### config.mk
export PLATFORM = sky130hd
export DESIGN_NAME = id_ex_stage
export DESIGN_NICKNAME = d
export VERILOG_FILES = /design/src/rtl/id_ex_stage.sv
export SDC_FILE = /design/constraint.sdc
export NUM_CORES = 1
export LEC_CHECK = 0
export CAP_MARGIN = 30
export CORE_AREA = 5 5 148 150
export CTS_BUF_LIST = sky130_fd_sc_hd__clkbuf_4 sky130_fd_sc_hd__clkbuf_8 sky130_fd_sc_hd__clkbuf_16
export DETAILED_ROUTE_END_ITERATION = 7
export DIE_AREA = 0 0 153 155
export DONT_BUFFER_PORTS = 1
export PLACE_DENSITY_LB_ADDON = 0.25
export SLEW_MARGIN = 15
export SYNTH_ARGS = -nofsm -noshare
export SYNTH_HDL_FRONTEND = slang
export SYNTH_SLANG_ARGS = --single-unit
### constraint.sdc
create_clock -name clk -period 4.62 [get_ports clk]
set_clock_uncertainty 0.15 [all_clocks]
set_input_delay 1.386 -clock clk [delete_from_list [all_inputs] [get_ports clk]]
set_output_delay 1.386 -clock clk [all_outputs]
set_load 0.01 [all_outputs]
### src/rtl/id_ex_stage.sv
// ID/EX pipeline register with EX/MEM and MEM/WB operand forwarding onto the ALU inputs.
// Also flags load-use hazards to the upstream stall logic and supports hold and bubble insertion.
module id_ex_stage (
    input  logic        clk,
    input  logic        rst_n,
    input  logic        stall,
    input  logic        flush,
    input  logic        id_valid,
    input  logic [31:0] id_pc,
    input  logic [4:0]  id_rs_addr,
    input  logic [4:0]  id_rt_addr,
    input  logic [31:0] id_rs_data,
    input  logic [31:0] id_rt_data,
    input  logic [31:0] id_imm,
    input  logic [4:0]  id_shamt,
    input  logic        id_alusrc1,
    input  logic        id_alusrc2,
    input  logic [5:0]  id_alufun,
    input  logic        id_sign,
    input  logic [4:0]  id_dst,
    input  logic        id_regwrite,
    input  logic        id_memread,
    input  logic        id_memwrite,
    input  logic        exmem_regwrite,
    input  logic [4:0]  exmem_dst,
    input  logic [31:0] exmem_result,
    input  logic        memwb_regwrite,
    input  logic [4:0]  memwb_dst,
    input  logic [31:0] memwb_result,
    output logic [31:0] alu_a,
    output logic [31:0] alu_b,
    output logic [5:0]  alu_fun,
    output logic        alu_sign,
    output logic        ex_valid,
    output logic        ex_regwrite,
    output logic        ex_memread,
    output logic        ex_memwrite,
    output logic [4:0]  ex_dst,
    output logic [31:0] ex_pc,
    output logic [31:0] ex_store_data,
    output logic        load_use
);

    typedef struct packed {
        logic        valid;
        logic [31:0] pc;
        logic [4:0]  rs_addr;
        logic [4:0]  rt_addr;
        logic [31:0] rs_data;
        logic [31:0] rt_data;
        logic [31:0] imm;
        logic [4:0]  shamt;
        logic        alusrc1;
        logic        alusrc2;
        logic [5:0]  alufun;
        logic        sign;
        logic [4:0]  dst;
        logic        regwrite;
        logic        memread;
        logic        memwrite;
    } ex_reg_t;

    ex_reg_t     ex_q, ex_d, id_fields;
    logic [31:0] fwd_rs, fwd_rt;

    // EX/MEM is the younger producer, so it takes precedence; $0 is hardwired and never forwarded.
    function automatic logic [31:0] forward(input logic [4:0] addr, input logic [31:0] reg_data,
                                            input logic em_we, input logic [4:0] em_dst,
                                            input logic [31:0] em_res, input logic mw_we,
                                            input logic [4:0] mw_dst, input logic [31:0] mw_res);
        if (em_we && em_dst == addr && addr != 5'd0)
            return em_res;
        else if (mw_we && mw_dst == addr && addr != 5'd0)
            return mw_res;
        else
            return reg_data;
    endfunction

    always_comb begin
        fwd_rs = forward(ex_q.rs_addr, ex_q.rs_data, exmem_regwrite, exmem_dst, exmem_result,
                         memwb_regwrite, memwb_dst, memwb_result);
        fwd_rt = forward(ex_q.rt_addr, ex_q.rt_data, exmem_regwrite, exmem_dst, exmem_result,
                         memwb_regwrite, memwb_dst, memwb_result);
    end

    assign load_use = ex_q.valid & ex_q.memread & (ex_q.dst != 5'd0) &
                      ((ex_q.dst == id_rs_addr) | (ex_q.dst == id_rt_addr));

    always_comb begin
        id_fields = '{valid: id_valid, pc: id_pc, rs_addr: id_rs_addr, rt_addr: id_rt_addr,
                      rs_data: id_rs_data, rt_data: id_rt_data, imm: id_imm, shamt: id_shamt,
                      alusrc1: id_alusrc1, alusrc2: id_alusrc2, alufun: id_alufun,
                      sign: id_sign, dst: id_dst, regwrite: id_regwrite,
                      memread: id_memread, memwrite: id_memwrite};
        ex_d = id_fields;
        if (flush) begin
            ex_d = '0;
        end else if (stall) begin
            // Hold, but refresh operand data so a producer retiring during the stall is not lost.
            ex_d         = ex_q;
            ex_d.rs_data = fwd_rs;
            ex_d.rt_data = fwd_rt;
        end else if (load_use) begin
            ex_d = '0;
        end
    end

    always_ff @(posedge clk) begin
        if (!rst_n)
            ex_q <= '0;
        else
            ex_q <= ex_d;
    end

    assign alu_a         = ex_q.alusrc1 ? {27'b0, ex_q.shamt} : fwd_rs;
    assign alu_b         = ex_q.alusrc2 ? ex_q.imm : fwd_rt;
    assign ex_store_data = fwd_rt;
    assign alu_fun       = ex_q.alufun;
    assign alu_sign      = ex_q.sign;
    assign ex_valid      = ex_q.valid;
    assign ex_regwrite   = ex_q.regwrite;
    assign ex_memread    = ex_q.memread;
    assign ex_memwrite   = ex_q.memwrite;
    assign ex_dst        = ex_q.dst;
    assign ex_pc         = ex_q.pc;

endmodule
==> results_dict.tcl <==
set metrics [dict create \
    status "complete, but fails checks" \
    violations "setup timing" \
    die_y_um 155 \
    setup_ws_ns -0.0381 \
    ys_seq_elements 161 \
    min_period_ns 4.66 \
    grt_setup_unrepaired "true" \
    fin_setup_tns_ns -0.106 \
    crit_fanout 7 \
    drt_first_pass_iters 5 \
    crit_type "in -> out" \
    die_area_mm2 0.0237 \
    max_slew.worst_pin.slew_ns 0.907 \
    cts_buffers 17 \
    syn-cell-area_mm2 0.00792 \
    netlist.area_leader.share 0.407 \
    htree_num_levels 4 \
    power_density_mw_per_mm2 349 \
    vias_per_cell 6.22 \
    num_io_pins 386 \
    syn2layout_area_growth_pct 18.8 \
    yosysSeqAreaShare 0.407 \
    setup_viol 5 \
    routedWlPerCell_um 26.2 \
    hpwlAfterDp_mm 20.7 \
    path_delay_family "buffers and inverters" \
    clkTransAtPathRegs_ns 0.07 \
    utilization 0.458 \
    cts_tree "yes" \
    synthTopCellsByArea "dfxtp_1 (41%), a22o_1 (14%), o21ai_0 (5.9%)" \
    gp_congestion 0.814 \
    dr.first_iter.drc_count 541 \
    drc_errors 0 \
    num_antenna_cells 0 \
    grt_overflow 0 \
    core-area_mm2 0.0206 \
    peakVddDrop_mv 0.204 \
    yosys.cell_types.count 37 \
    ant_nets 0 \
    hold_viol_final 0 \
    cts.sinks 161 \
    p_leak_nw 3.51 \
    syn_avg_cell_area_um2 9.06 \
    grt_pass1_vias 7088 \
    ys_warn_count 0 \
    hold_class "reg -> reg" \
    fillers 2011 \
    maxCapViolations 0 \
    startpoint_type "input pin" \
    slew_headroom 0.395 \
    clock_latency_ns 0.43 \
    clock_path_buffers 2 \
    period_share 1.01 \
    cpMaxStageDelayCell "nor4_4" \
    antenna_found_initial 0 \
    rows 53 \
    final_nets 1109 \
    yosys.area.top_type "dfxtp_1" \
    grt_max_degree 88 \
    synth_cells 874 \
    grt_pass1_wl_mm 44.4 \
    vias 7191 \
    endpoint_kind "primary output" \
    routed_wl_mm 30.3 \
    max_freq_ghz 0.215 \
    path_buf_inv 3 \
    cp.arrival_ns 3.12 \
    hold_buffers 0 \
    drive_gt1_frac 0.232 \
    start_util 0.385 \
    required_ns 3.08 \
    slew_violations 0 \
    io_buffer_count 0 \
    die_x_um 153 \
    root_buffer "clkbuf_16" \
    cpMostUsedCell "buf_4" \
    max_stage_delay_ns 0.32 \
    gr-usage-all-layers 0.240 \
    cp_cell_sequence "xor2_4 -> nor4_4 -> buf_4 -> o21ai_4 -> buf_2 -> o311a_1 -> nor3_1 -> buf_4" \
    syn_nets 1115 \
]
## state kept, by name, summed over array words and instances, names as in the netlist
| signal | cells |
|---|---|
| ex_q | 113 |
| alu_sign | 1 |
| ex_pc | 32 |
| ex_memwrite | 1 |
| ex_regwrite | 1 |
| ex_valid | 1 |
| ex_dst | 5 |
| alu_fun | 6 |
| ex_memread | 1 |
## where the power goes
group          total (mW)  switching, mW  internal, mW  leakage (nW)
clock network        1.46          0.711         0.746         0.301
logic               0.353          0.200         0.153          1.90
registers            1.47         0.0396          1.43          1.31
total                3.28          0.951          2.33          3.51
## worst reg2reg max path, stage by stage (launching register included)
cell	delay [ns]
dfxtp_1	0.79
xor2_4	0.18
nor4_4	0.32
buf_4	0.19
o21ai_4	0.16
buf_6	0.23
o311a_1	0.32
buf_4	0.14
o2bb2ai_1	0.10
## cells in the mapped netlist
cell type	n
a2111oi_4	1
a211o_1	1
a22o_1	129
a31oi_1	32
and2_1	1
buf_1	2
buf_2	14
buf_4	43
clkbuf_1	77
dfxtp_1	161
inv_1	1
mux2_1	6
mux2_2	26
nand2_1	39
nand3_1	34
nand4_1	2
nor2_1	34
nor3_1	60
nor3b_1	1
nor4_1	1
nor4b_2	1
o211a_1	1
o211ai_1	1
o211ai_2	1
o21ai_0	93
o21ai_1	4
o22ai_1	1
o2bb2ai_1	32
o311a_1	33
o31ai_1	5
or2_2	1
or3_1	1
or4_1	3
or4b_1	1
or4b_2	1
xnor2_1	20
xor2_1	10
## cells in the final DEF, fill, tap and decap left out, types with 3 or more instances in the layout
master / instances
nand2_1: 39
dfxtp_1: 159
a31oi_1: 31
nor2_1: 34
mux2_1: 6
o21ai_0: 79
o311a_1: 32
buf_12: 6
buf_4: 93
o2bb2ai_1: 32
a22o_1: 129
nor3_2: 14
nand3_1: 34
nor3_1: 46
o21ai_4: 3
o21ai_1: 17
clkinv_8: 7
xnor2_1: 20
mux2_2: 26
inv_6: 4
xor2_1: 7
o31ai_2: 4
buf_6: 7
clkbuf_16: 17
## path summary, 6_finish.rpt
| check | from | end | slack, ns | cells past startpoint |
|---|---|---|---|---|
| max reg2reg | ex_q[127]$_SDFFE_PP0N_ | ex_q[94]$_SDFF_PP0_ | 1.99 | 8 |
| min | ex_q[53]$_SDFFE_PP0N_ | ex_q[53]$_SDFFE_PP0N_ | 0.32 | 1 |
| max | memwb_dst[4] | alu_a[10] | -0.04 | 8 |
| min reg2reg | ex_q[53]$_SDFFE_PP0N_ | ex_q[53]$_SDFFE_PP0N_ | 0.32 | 1 |
## stage by stage
step / instances / setup slack (ns) / instance area, um2 / total power [mW] / hold slack [ns]
3_5_place_dp: 1114 / -0.124 / 8450 / 1.83 / 0.303
5_1_grt: 1156 / -0.0603 / 9410 / 3.42 / 0.333
4_1_cts: 1150 / -0.00220 / 9210 / 3.31 / 0.325
6_report: 1156 / -0.0381 / 9410 / 3.28 / 0.319
2_1_floorplan: 874 / 0.102 / 7920 / 1.73 / 0.287
3_3_place_gp: 1114 / -0.132 / 8450 / 1.83 / 0.301
## area by class of cell
class,instances,area (um2),share of cell area
Clock buffer,17,425,0.0452
Clock inverter,15,201,0.0214
Inverter,1,3.75,0.000399
Multi-Input combinational cell,578,4250,0.452
Sequential cell,161,3230,0.343
Tap cell,275,344,0.0365
Timing Repair Buffer,109,962,0.102
## repair_timing
item	in CTS	in global routing
gates resized for setup	13	38
setup endpoints to repair	24	41
buffers inserted	1	4
pin swaps	4	13
cloned	3	1
## cells by family (layout without fill, tap and decap cells)
| kind of cell | count (synthesis) | count (layout) | share of synthesized area |
|---|---|---|---|
| AOI/OAI and AO/OA | 334 | 336 | 0.320 |
| and+or+nand+nor | 180 | 180 | 0.107 |
| DFF | 161 | 161 | 0.407 |
| buffers and inverters | 137 | 142 | 0.0875 |
| xor gates and xnor gates | 30 | 30 | 0.0332 |
| muxes | 32 | 32 | 0.0455 |
## per-layer routing
| metal | global-route usage | vias to the layer above | part of all wire |
|---|---|---|---|
| met2 | 0.402 | 389 | 0.49 |
| li1 | - | 3281 | - |
| met4 | 0.0844 | 0 | 0.022 |
| met1 | 0.283 | 3479 | 0.39 |
| met3 | 0.0901 | 42 | 0.10 |
| met5 | 0 | - | 0 |
No activity file was read; power rests on OpenSTA's default activity.
